### config.mk
export PLATFORM = sky130hd
export DESIGN_NAME = axi_lite_master_flat
export DESIGN_NICKNAME = d
export VERILOG_FILES = /design/src/rtl/axi_lite_pkg.sv /design/src/rtl/axi_lite_if.sv /design/src/rtl/axi_lite_master.sv /design/src/flat_wrapper.sv
export SDC_FILE = /design/constraint.sdc
export NUM_CORES = 1
export LEC_CHECK = 0
export CAP_MARGIN = 25
export CELL_PAD_IN_SITES_DETAIL_PLACEMENT = 1
export CELL_PAD_IN_SITES_GLOBAL_PLACEMENT = 1
export CORE_MARGIN = 4
export CORE_UTILIZATION = 29
export DETAILED_ROUTE_END_ITERATION = 16
export PLACE_DENSITY = 0.78
export SLEW_MARGIN = 5
export SYNTH_ARGS = -nofsm -noshare
export SYNTH_HDL_FRONTEND = slang
export SYNTH_SLANG_ARGS = --single-unit
### constraint.sdc
create_clock -name aclk -period 2.02 [get_ports aclk]
set_input_delay 0.404 -clock aclk [delete_from_list [all_inputs] [get_ports aclk]]
set_output_delay 0.404 -clock aclk [all_outputs]
set_load 0.1 [all_outputs]
### src/rtl/axi_lite_pkg.sv
// Shared AXI-Lite types and response encodings used by the link endpoints.
package axi_lite_pkg;

  localparam int ADDR_W = 32;
  localparam int DATA_W = 32;

  typedef logic [ADDR_W-1:0] addr_t;
  typedef logic [1:0]        resp_t;

  localparam resp_t RESP_OKAY   = 2'b00;
  localparam resp_t RESP_EXOKAY = 2'b01;
  localparam resp_t RESP_SLVERR = 2'b10;
  localparam resp_t RESP_DECERR = 2'b11;

endpackage

### src/rtl/axi_lite_if.sv
// AXI-Lite interconnect bundle: AW/W/B/AR/R channels with master and slave views.
interface axi_lite_if;
  import axi_lite_pkg::*;

  addr_t       awaddr;
  logic [2:0]  awprot;
  logic        awvalid;
  logic        awready;
  logic [31:0] wdata;
  logic [3:0]  wstrb;
  logic        wvalid;
  logic        wready;
  resp_t       bresp;
  logic        bvalid;
  logic        bready;
  addr_t       araddr;
  logic [2:0]  arprot;
  logic        arvalid;
  logic        arready;
  logic [31:0] rdata;
  resp_t       rresp;
  logic        rvalid;
  logic        rready;

  modport master (
    output awaddr, awprot, awvalid, wdata, wstrb, wvalid, bready,
           araddr, arprot, arvalid, rready,
    input  awready, wready, bresp, bvalid, arready, rdata, rresp, rvalid
  );

  modport slave (
    input  awaddr, awprot, awvalid, wdata, wstrb, wvalid, bready,
           araddr, arprot, arvalid, rready,
    output awready, wready, bresp, bvalid, arready, rdata, rresp, rvalid
  );

endinterface

### src/rtl/axi_lite_master.sv
// AXI-Lite initiator: converts single-beat client commands into one in-flight
// read or write transaction and hands the data/response back to the client.
module axi_lite_master
  import axi_lite_pkg::*;
#(
  parameter int TIMEOUT_CYCLES = 256,
  parameter int TO_W           = 9
) (
  input  logic        aclk,
  input  logic        areset_n,
  input  logic        cmd_valid,
  output logic        cmd_ready,
  input  logic        cmd_write,
  input  addr_t       cmd_addr,
  input  logic [31:0] cmd_wdata,
  input  logic [3:0]  cmd_wstrb,
  output logic        rsp_valid,
  input  logic        rsp_ready,
  output logic        rsp_write,
  output logic [31:0] rsp_rdata,
  output resp_t       rsp_resp,
  output logic        timeout_o,
  axi_lite_if.master  m_axi_lite
);

  typedef enum logic [2:0] {IDLE, RADDR, RDATA, WRITE, WRESP, RSP} state_t;

  localparam logic [TO_W-1:0] TO_MAX = TO_W'(TIMEOUT_CYCLES);

  state_t            state, state_n;
  addr_t             addr_q, addr_n;
  logic [31:0]       wdata_q, wdata_n;
  logic [3:0]        wstrb_q, wstrb_n;
  logic              write_q, write_n;
  logic              awvalid_q, awvalid_n, wvalid_q, wvalid_n, arvalid_q, arvalid_n;
  logic              bready_q, bready_n, rready_q, rready_n;
  logic              aw_done_q, aw_done_n, w_done_q, w_done_n;
  logic [31:0]       rdata_q, rdata_n;
  resp_t             resp_q, resp_n;
  logic              timeout_q, timeout_n;
  logic [TO_W-1:0]   cnt_q, cnt_n;
  logic              aw_hs, w_hs, ar_hs, r_hs, b_hs;

  assign aw_hs = awvalid_q && m_axi_lite.awready;
  assign w_hs  = wvalid_q  && m_axi_lite.wready;
  assign ar_hs = arvalid_q && m_axi_lite.arready;
  assign r_hs  = rready_q  && m_axi_lite.rvalid;
  assign b_hs  = bready_q  && m_axi_lite.bvalid;

  // Every AXI-facing control is a register; this block only computes the next values.
  always_comb begin
    state_n   = state;
    addr_n    = addr_q;
    wdata_n   = wdata_q;
    wstrb_n   = wstrb_q;
    write_n   = write_q;
    awvalid_n = awvalid_q;
    wvalid_n  = wvalid_q;
    arvalid_n = arvalid_q;
    bready_n  = bready_q;
    rready_n  = rready_q;
    aw_done_n = aw_done_q;
    w_done_n  = w_done_q;
    rdata_n   = rdata_q;
    resp_n    = resp_q;
    timeout_n = timeout_q;
    cnt_n     = cnt_q;

    case (state)
      IDLE: begin
        if (cmd_valid) begin
          addr_n    = cmd_addr;
          wdata_n   = cmd_wdata;
          wstrb_n   = cmd_wstrb;
          write_n   = cmd_write;
          cnt_n     = '0;
          timeout_n = 1'b0;
          if (cmd_write) begin
            awvalid_n = 1'b1;
            wvalid_n  = 1'b1;
            aw_done_n = 1'b0;
            w_done_n  = 1'b0;
            state_n   = WRITE;
          end else begin
            arvalid_n = 1'b1;
            state_n   = RADDR;
          end
        end
      end
      RADDR: begin
        if (ar_hs) begin
          arvalid_n = 1'b0;
          rready_n  = 1'b1;
          state_n   = RDATA;
        end
      end
      RDATA: begin
        if (r_hs) begin
          rdata_n  = m_axi_lite.rdata;
          resp_n   = m_axi_lite.rresp;
          rready_n = 1'b0;
          state_n  = RSP;
        end
      end
      WRITE: begin
        if (aw_hs) begin
          awvalid_n = 1'b0;
          aw_done_n = 1'b1;
        end
        if (w_hs) begin
          wvalid_n = 1'b0;
          w_done_n = 1'b1;
        end
        if ((aw_done_q || aw_hs) && (w_done_q || w_hs)) begin
          bready_n = 1'b1;
          state_n  = WRESP;
        end
      end
      WRESP: begin
        if (b_hs) begin
          resp_n   = m_axi_lite.bresp;
          rdata_n  = '0;
          bready_n = 1'b0;
          state_n  = RSP;
        end
      end
      RSP: begin
        if (rsp_ready) state_n = IDLE;
      end
      default: state_n = IDLE;
    endcase

    // Watchdog only observes; it never cancels the transaction in flight.
    if (state == RADDR || state == RDATA || state == WRITE || state == WRESP) begin
      if (aw_hs || w_hs || ar_hs || r_hs || b_hs) cnt_n = '0;
      else if (cnt_q != TO_MAX) cnt_n = cnt_q + 1'b1;
      if (cnt_n == TO_MAX) timeout_n = 1'b1;
    end
  end

  // State and output registers with synchronous active-low reset.
  always_ff @(posedge aclk) begin
    if (!areset_n) begin
      state     <= IDLE;
      addr_q    <= '0;
      wdata_q   <= '0;
      wstrb_q   <= '0;
      write_q   <= 1'b0;
      awvalid_q <= 1'b0;
      wvalid_q  <= 1'b0;
      arvalid_q <= 1'b0;
      bready_q  <= 1'b0;
      rready_q  <= 1'b0;
      aw_done_q <= 1'b0;
      w_done_q  <= 1'b0;
      rdata_q   <= '0;
      resp_q    <= RESP_OKAY;
      timeout_q <= 1'b0;
      cnt_q     <= '0;
    end else begin
      state     <= state_n;
      addr_q    <= addr_n;
      wdata_q   <= wdata_n;
      wstrb_q   <= wstrb_n;
      write_q   <= write_n;
      awvalid_q <= awvalid_n;
      wvalid_q  <= wvalid_n;
      arvalid_q <= arvalid_n;
      bready_q  <= bready_n;
      rready_q  <= rready_n;
      aw_done_q <= aw_done_n;
      w_done_q  <= w_done_n;
      rdata_q   <= rdata_n;
      resp_q    <= resp_n;
      timeout_q <= timeout_n;
      cnt_q     <= cnt_n;
    end
  end

  assign cmd_ready = (state == IDLE);
  assign rsp_valid = (state == RSP);
  assign rsp_write = write_q;
  assign rsp_rdata = rdata_q;
  assign rsp_resp  = resp_q;
  assign timeout_o = timeout_q;

  assign m_axi_lite.awaddr  = addr_q;
  assign m_axi_lite.awprot  = 3'b000;
  assign m_axi_lite.awvalid = awvalid_q;
  assign m_axi_lite.wdata   = wdata_q;
  assign m_axi_lite.wstrb   = wstrb_q;
  assign m_axi_lite.wvalid  = wvalid_q;
  assign m_axi_lite.bready  = bready_q;
  assign m_axi_lite.araddr  = addr_q;
  assign m_axi_lite.arprot  = 3'b000;
  assign m_axi_lite.arvalid = arvalid_q;
  assign m_axi_lite.rready  = rready_q;

endmodule

### src/flat_wrapper.sv
// flat-port wrapper written by rule: the top's interface ports become plain ports
module axi_lite_master_flat import axi_lite_pkg::*;
#(
  parameter int TIMEOUT_CYCLES = 256,
  parameter int TO_W           = 9
)
  (aclk, areset_n, cmd_valid, cmd_ready, cmd_write, cmd_addr, cmd_wdata, cmd_wstrb, rsp_valid, rsp_ready, rsp_write, rsp_rdata, rsp_resp, timeout_o, m_axi_lite_awaddr, m_axi_lite_awprot, m_axi_lite_awvalid, m_axi_lite_wdata, m_axi_lite_wstrb, m_axi_lite_wvalid, m_axi_lite_bready, m_axi_lite_araddr, m_axi_lite_arprot, m_axi_lite_arvalid, m_axi_lite_rready, m_axi_lite_awready, m_axi_lite_wready, m_axi_lite_bresp, m_axi_lite_bvalid, m_axi_lite_arready, m_axi_lite_rdata, m_axi_lite_rresp, m_axi_lite_rvalid);
  axi_lite_if m_axi_lite_i ();
  input  logic aclk;
  input  logic areset_n;
  input  logic cmd_valid;
  output logic cmd_ready;
  input  logic cmd_write;
  input  addr_t cmd_addr;
  input  logic [31:0] cmd_wdata;
  input  logic [3:0] cmd_wstrb;
  output logic rsp_valid;
  input  logic rsp_ready;
  output logic rsp_write;
  output logic [31:0] rsp_rdata;
  output resp_t rsp_resp;
  output logic timeout_o;
  output wire logic [$bits(m_axi_lite_i.awaddr)-1:0] m_axi_lite_awaddr;
  output wire logic [$bits(m_axi_lite_i.awprot)-1:0] m_axi_lite_awprot;
  output wire logic [$bits(m_axi_lite_i.awvalid)-1:0] m_axi_lite_awvalid;
  output wire logic [$bits(m_axi_lite_i.wdata)-1:0] m_axi_lite_wdata;
  output wire logic [$bits(m_axi_lite_i.wstrb)-1:0] m_axi_lite_wstrb;
  output wire logic [$bits(m_axi_lite_i.wvalid)-1:0] m_axi_lite_wvalid;
  output wire logic [$bits(m_axi_lite_i.bready)-1:0] m_axi_lite_bready;
  output wire logic [$bits(m_axi_lite_i.araddr)-1:0] m_axi_lite_araddr;
  output wire logic [$bits(m_axi_lite_i.arprot)-1:0] m_axi_lite_arprot;
  output wire logic [$bits(m_axi_lite_i.arvalid)-1:0] m_axi_lite_arvalid;
  output wire logic [$bits(m_axi_lite_i.rready)-1:0] m_axi_lite_rready;
  input wire logic [$bits(m_axi_lite_i.awready)-1:0] m_axi_lite_awready;
  input wire logic [$bits(m_axi_lite_i.wready)-1:0] m_axi_lite_wready;
  input wire logic [$bits(m_axi_lite_i.bresp)-1:0] m_axi_lite_bresp;
  input wire logic [$bits(m_axi_lite_i.bvalid)-1:0] m_axi_lite_bvalid;
  input wire logic [$bits(m_axi_lite_i.arready)-1:0] m_axi_lite_arready;
  input wire logic [$bits(m_axi_lite_i.rdata)-1:0] m_axi_lite_rdata;
  input wire logic [$bits(m_axi_lite_i.rresp)-1:0] m_axi_lite_rresp;
  input wire logic [$bits(m_axi_lite_i.rvalid)-1:0] m_axi_lite_rvalid;
  assign m_axi_lite_awaddr = m_axi_lite_i.awaddr;
  assign m_axi_lite_awprot = m_axi_lite_i.awprot;
  assign m_axi_lite_awvalid = m_axi_lite_i.awvalid;
  assign m_axi_lite_wdata = m_axi_lite_i.wdata;
  assign m_axi_lite_wstrb = m_axi_lite_i.wstrb;
  assign m_axi_lite_wvalid = m_axi_lite_i.wvalid;
  assign m_axi_lite_bready = m_axi_lite_i.bready;
  assign m_axi_lite_araddr = m_axi_lite_i.araddr;
  assign m_axi_lite_arprot = m_axi_lite_i.arprot;
  assign m_axi_lite_arvalid = m_axi_lite_i.arvalid;
  assign m_axi_lite_rready = m_axi_lite_i.rready;
  assign m_axi_lite_i.awready = m_axi_lite_awready;
  assign m_axi_lite_i.wready = m_axi_lite_wready;
  assign m_axi_lite_i.bresp = m_axi_lite_bresp;
  assign m_axi_lite_i.bvalid = m_axi_lite_bvalid;
  assign m_axi_lite_i.arready = m_axi_lite_arready;
  assign m_axi_lite_i.rdata = m_axi_lite_rdata;
  assign m_axi_lite_i.rresp = m_axi_lite_rresp;
  assign m_axi_lite_i.rvalid = m_axi_lite_rvalid;
  axi_lite_master #(.TIMEOUT_CYCLES(TIMEOUT_CYCLES), .TO_W(TO_W)) u_core (.aclk(aclk), .areset_n(areset_n), .cmd_valid(cmd_valid), .cmd_ready(cmd_ready), .cmd_write(cmd_write), .cmd_addr(cmd_addr), .cmd_wdata(cmd_wdata), .cmd_wstrb(cmd_wstrb), .rsp_valid(rsp_valid), .rsp_ready(rsp_ready), .rsp_write(rsp_write), .rsp_rdata(rsp_rdata), .rsp_resp(rsp_resp), .timeout_o(timeout_o), .m_axi_lite(m_axi_lite_i));
endmodule
Word-level counts from Yosys, hierarchy flattened:

Index checks and enable logic that the tools add are counted.

* bits in registers: 123
* input bits: 114
* output and inout bits: 149
* logic and storage cells: 109

* $add $sub $neg: 1
* equality and inequality tests: 17
* muxes and demuxes: 46
* reductions and logical operators: 29

Operators by type and width (count)
* two-way mux 32 bit: 2
* case mux 32 bit (2 select lines): 1
* two-way mux 9 bit: 6
* two-way mux 1 bit: 19
* two-way mux 3 bit: 6
* case mux 3 bit (6 select lines): 1
* != test 2 x 1 -> 1 bit, second input constant: 8
* case mux 1 bit (2 select lines): 7
* AND reduction 4 bit: 3
* nonzero test 2 bit: 5
* adder 9 x 1 -> 9 bit, second input constant: 1
* equality test 9 bit, second input constant: 1
* logical OR 1 bit: 9
* != test 9 bit, second input constant: 1
* AND reduction 3 bit: 3
* equality test 3 x 2 -> 1 bit, second input constant: 2
* equality test 3 bit, second input constant: 2
* logical AND 1 bit: 6
* two-way mux 2 bit: 3
* AND reduction 6 bit: 1
* != test 2 bit, second input constant: 2
* case mux 2 bit (2 select lines): 1
* equality test 3 x 1 -> 1 bit, second input constant: 1
* logical NOT 3 bit: 1
* AND reduction 2 bit: 1

Longest topological paths before layout:

* word-level depth: 10
* mapped depth: 8

Worst setup path after synthesis:

No wires, ideal clock.

* path type: flip-flop to flip-flop
* from: register u_core.state[0]
* to: register u_core.wvalid_q (netlist: u_core.m_axi_lite.wvalid)
* arrival time: 3.564 ns
* required time: 1.940 ns
* path slack: -1.624 ns
* stages on the path, launching flop included: 7
* clock period less this slack: 3.644 ns
* cells stage by stage: dfxtp_1 -> nor3_1 -> and2_1 -> clkbuf_1 -> clkbuf_1 -> a21oi_1 -> nor3b_1

* word-level cells in the longest chain between the ends: 3

RTL lines
* start, declared: line axi_lite_master.sv:30 `state_t state, state_n;`
* start signal, assigned: line axi_lite_master.sv:161 `state <= state_n;`
* logical NOT 3 bit (*)
* via cmd_ready: line flat_wrapper.sv:12 `output logic cmd_ready;`
* != test 2 x 1 -> 1 bit (no source line) (tied with other cells)
* AND reduction 4 bit (no source line)
* end signal, assigned: line axi_lite_master.sv:167 `wvalid_q <= wvalid_n;`
* end, declared: line axi_lite_master.sv:35 `logic awvalid_q, awvalid_n, wvalid_q, wvalid_n, arvalid_q, arvalid_n;`

The timed path passes the listed nets; every way through them passes the cells marked *.
A chain may end at the register's enable or synchronous reset.

Worst setup path in the final report:

* from: register u_core.state[1]
* to: output rsp_valid

* word-level cells in the longest chain between the ends: 1

RTL lines
* equality test 3 bit: line axi_lite_master.sv:181 `assign rsp_valid = (state == RSP);`
* end, declared: line flat_wrapper.sv:17 `output logic rsp_valid;`

No other way between the ends.

==> metrics.csv <==
stage,metric,value,unit
timing,hold_viol,0,
synthesis,yosys_warnings,0,
timing,max_freq,0.520,GHz
critical_path,critPathRequiredTime,1.62,ns
route,drt_first_pass_iters,6,
cts,cts_tree,done,
cells_and_area,final_common_cell,nand2_1,
die,fp.dieW,144,µm
min_path,min_to,u_core.rsp_rdata[22]$_SDFFE_PN0P_,
cells_and_area,final_cell_mix,"nand2_1, buf_4, dfxtp_1",
cts,cts.root.buffer_cell,clkbuf_16,
timing,finalSetupTns,0,ns
min_path,worstHoldPathType,register to register,
cells_and_area,area_growth,57.4,%
route,post_drt_wl_per_cell,16.3,µm
synthesis,avgSynthCellArea,8.31,µm²
timing,setup_viol,0,
cts,post_cts_buffers,0,
synthesis,yosys.area.top_type_share,0.457,
route,vias,5328,
critical_path,setup.worst_path.start_class,register,
min_path,holdPathStages,2,
route,viasPerCell,4.73,
placement,dp.cells,1095,
grt,grtUsageTotal,0.171,
critical_path,timing.rr.start,u_core.state[2]$_SDFFE_PN0P_,
power_and_ir_drop,pwr_density_cell,1840,nW/µm²
cells_and_area,final_cells,1126,
placement,dp_hpwl,13.6,mm
grt,grt_pass1_wl,28.0,mm
critical_path,crit_type,register to output pin,
timing,post-route-period-util,0.951,
critical_path,worstPathArrival,1.52,ns
placement,placed_area,7900,µm²
placement,io_buffers,256,
cells_and_area,antenna_cells,0,
synthesis,ys_seq_area_frac,0.457,
die,rows,49,
placement,gp_congestion,0.830,
grt,grt_pass1_vias,5365,
critical_path,r2r_slack,0.11,ns
timing,drv_slew,0,
critical_path,crit_chain,buf_4 -> and3b_1 -> buf_12,
die,start_util,0.298,
cts,cts_buffer_depth,2,
timing,grt_setup_unrepaired,no,
die,core,18100,µm²
cells_and_area,layout.nets,1001,
timing,fin_crit,1.92,ns
synthesis,netlist_area,5380,µm²
timing,skew,0.0112,ns
grt,grt_max_degree,47,
cts,clk_pin_slew,0.06,ns
run_status,status,finished clean,
route,drt-total-wl,18.4,mm
die,ioPinCount,263,
synthesis,yosysUniqueCellTypes,59,
critical_path,reg2reg_depth,6,
critical_path,slowest_delay,0.47,ns
cts,htree_levels,4,
synthesis,synth_seq_cells,123,
die,dieArea,20800,µm²
power_and_ir_drop,power_leakage,3.54,nW
cts,cts.sink_count,123,
route,drcViolationCount,0,
cells_and_area,drive_gt1_frac,0.265,
critical_path,cp_num_buf_inv,2,
power_and_ir_drop,irDropWorstVdd,784,µV
critical_path,path_delay_family,flip-flops,
critical_path,cp_slowest_cell,dfxtp_1,
synthesis,ys_top_cells_by_area,"dfxtp_1, nand2_1, a21boi_0, buf_4, nand4b_1",
grt,grt-ovfl-total,0,
route,drt_iter0_drc,219,
critical_path,critPathMaxFanout,10,
cts,clk_latency,0.41,ns
critical_path,endpoint_kind,output pin,
cells_and_area,nFillCells,2098,
synthesis,yosysTopAreaCell,dfxtp_1,
grt,antenna_found_initial,0,
critical_path,worst-path-stages,3,
min_path,hp-start,u_core.rsp_rdata[22]$_SDFFE_PN0P_,
critical_path,r2r_end,u_core.cnt_q[4]$_SDFF_PN0_,
cells_and_area,fin_util,0.469,
synthesis,syn_inst,648,
route,postRouteAntennaNets,0,
synthesis,synth_ff_type,dfxtp_1,
cts,cts_made_buffers,17,
synthesis,ys_async_sr_fraction,0,
cells_and_area,fin_area,8480,µm²
die,die_y,144,µm
synthesis,synth_edf_count,0,
job,cap_viol_max_count,0,
## metal layers
metal / share of wire / vias to the layer above / GRT usage
met5: 0 / - / 0
li1: - / 2628 / -
met1: 0.39 / 2499 / 0.188
met2: 0.49 / 184 / 0.296
met4: 0.013 / 0 / 0.0491
met3: 0.10 / 17 / 0.0807
## per-stage QoR
stage	worst slack, ns	power [mW]	hold WS [ns]
3_5_place_dp	-0.249	12.7	0.446
6_report	0.0984	15.6	0.449
3_3_place_gp	-0.223	12.6	0.438
4_1_cts	0.0573	15.8	0.452
2_1_floorplan	-0.0845	10.4	0.480
5_1_grt	0.00622	16.3	0.469
## where the power goes
part | switching, mW | internal [mW] | leakage, nW | total (mW)
sequential | 0.396 | 3.01 | 1.01 | 3.41
clock | 1.11 | 1.87 | 0.270 | 2.98
combinational | 6.97 | 2.21 | 2.26 | 9.18
## worst max path at each step
stage | start | endpoint | slack (ns)
final | u_core.state[1]$_SDFFE_PN0P_ | rsp_valid | 0.1
after global routing | u_core.cnt_q[2]$_SDFF_PN0_ | u_core.cnt_q[3]$_SDFF_PN0_ | 0.006
after CTS | u_core.cnt_q[0]$_SDFF_PN0_ | u_core.cnt_q[4]$_SDFF_PN0_ | 0.06
after detailed placement | cmd_valid | u_core.cnt_q[6]$_SDFF_PN0_ | -0.25
after global placement | cmd_valid | u_core.cnt_q[6]$_SDFF_PN0_ | -0.22
after floorplan | u_core.state[0]$_SDFFE_PN0P_ | u_core.m_axi_lite.araddr[31]$_SDFFE_PN0P_ | -0.08
## flip-flops by register name (all words and copies together) (netlist names)
register,flops
u_core.cnt_q,9
u_core.m_axi_lite.rready,1
u_core.aw_done_q,1
u_core.m_axi_lite.wdata,32
u_core.w_done_q,1
u_core.m_axi_lite.wvalid,1
u_core.m_axi_lite.bready,1
u_core.rsp_write,1
u_core.m_axi_lite.awvalid,1
u_core.m_axi_lite.wstrb,4
u_core.m_axi_lite.araddr,32
u_core.timeout_o,1
u_core.state,3
u_core.rsp_resp,2
u_core.m_axi_lite.arvalid,1
u_core.rsp_rdata,32
## Yosys cell counts, types with 2 or more instances
cell / count
clkbuf_1: 41
ha_1: 2
inv_1: 4
o211a_1: 5
o211ai_1: 4
mux2i_1: 3
buf_4: 38
dfxtp_1: 123
and2_1: 5
nor3_1: 4
nand2_1: 183
a21boi_0: 44
nand2b_1: 3
buf_2: 7
nor2b_1: 7
nand3_1: 10
o21ai_0: 7
mux2_2: 2
or3_1: 2
nand4b_1: 32
a32oi_1: 2
and3_1: 6
a21oi_1: 50
buf_1: 2
xor2_1: 2
a21boi_1: 17
o21bai_1: 2
nor2_1: 10
## worst reg2reg max path, cell delays in order (launching register included)
cell and delay [ns]:
dfxtp_1 0.48, buf_4 0.22, nor3_4 0.05, nand2b_1 0.16, or3_1 0.43, or3_1 0.36
a31oi_1 0.14
## logic make-up after synthesis
group,synth area share
compound gates,0.182
xor+xnor,0.00488
fa+ha+maj,0.00465
buf+inv,0.0930
flops,0.457
mux,0.00976
other cells,0.000697
simple gates,0.248
## what timing repair did
action                                  in CTS  in global routing
hold buffers                                 0                  0
endpoints found under the setup margin       0                  5
gates resized for setup                      0                  3
## layout make-up
| type | count | area [µm²] | area share |
|---|---|---|---|
| inverter | 5 | 18.8 | 0.00221 |
| multi-input combinational | 437 | 2460 | 0.290 |
| clock buffer | 20 | 457 | 0.0539 |
| clock inverter | 11 | 121 | 0.0143 |
| timing repair buffer | 301 | 2660 | 0.314 |
| tap | 229 | 287 | 0.0338 |
| sequential | 123 | 2470 | 0.292 |
Note: power is estimated with default switching activity, not from simulation.
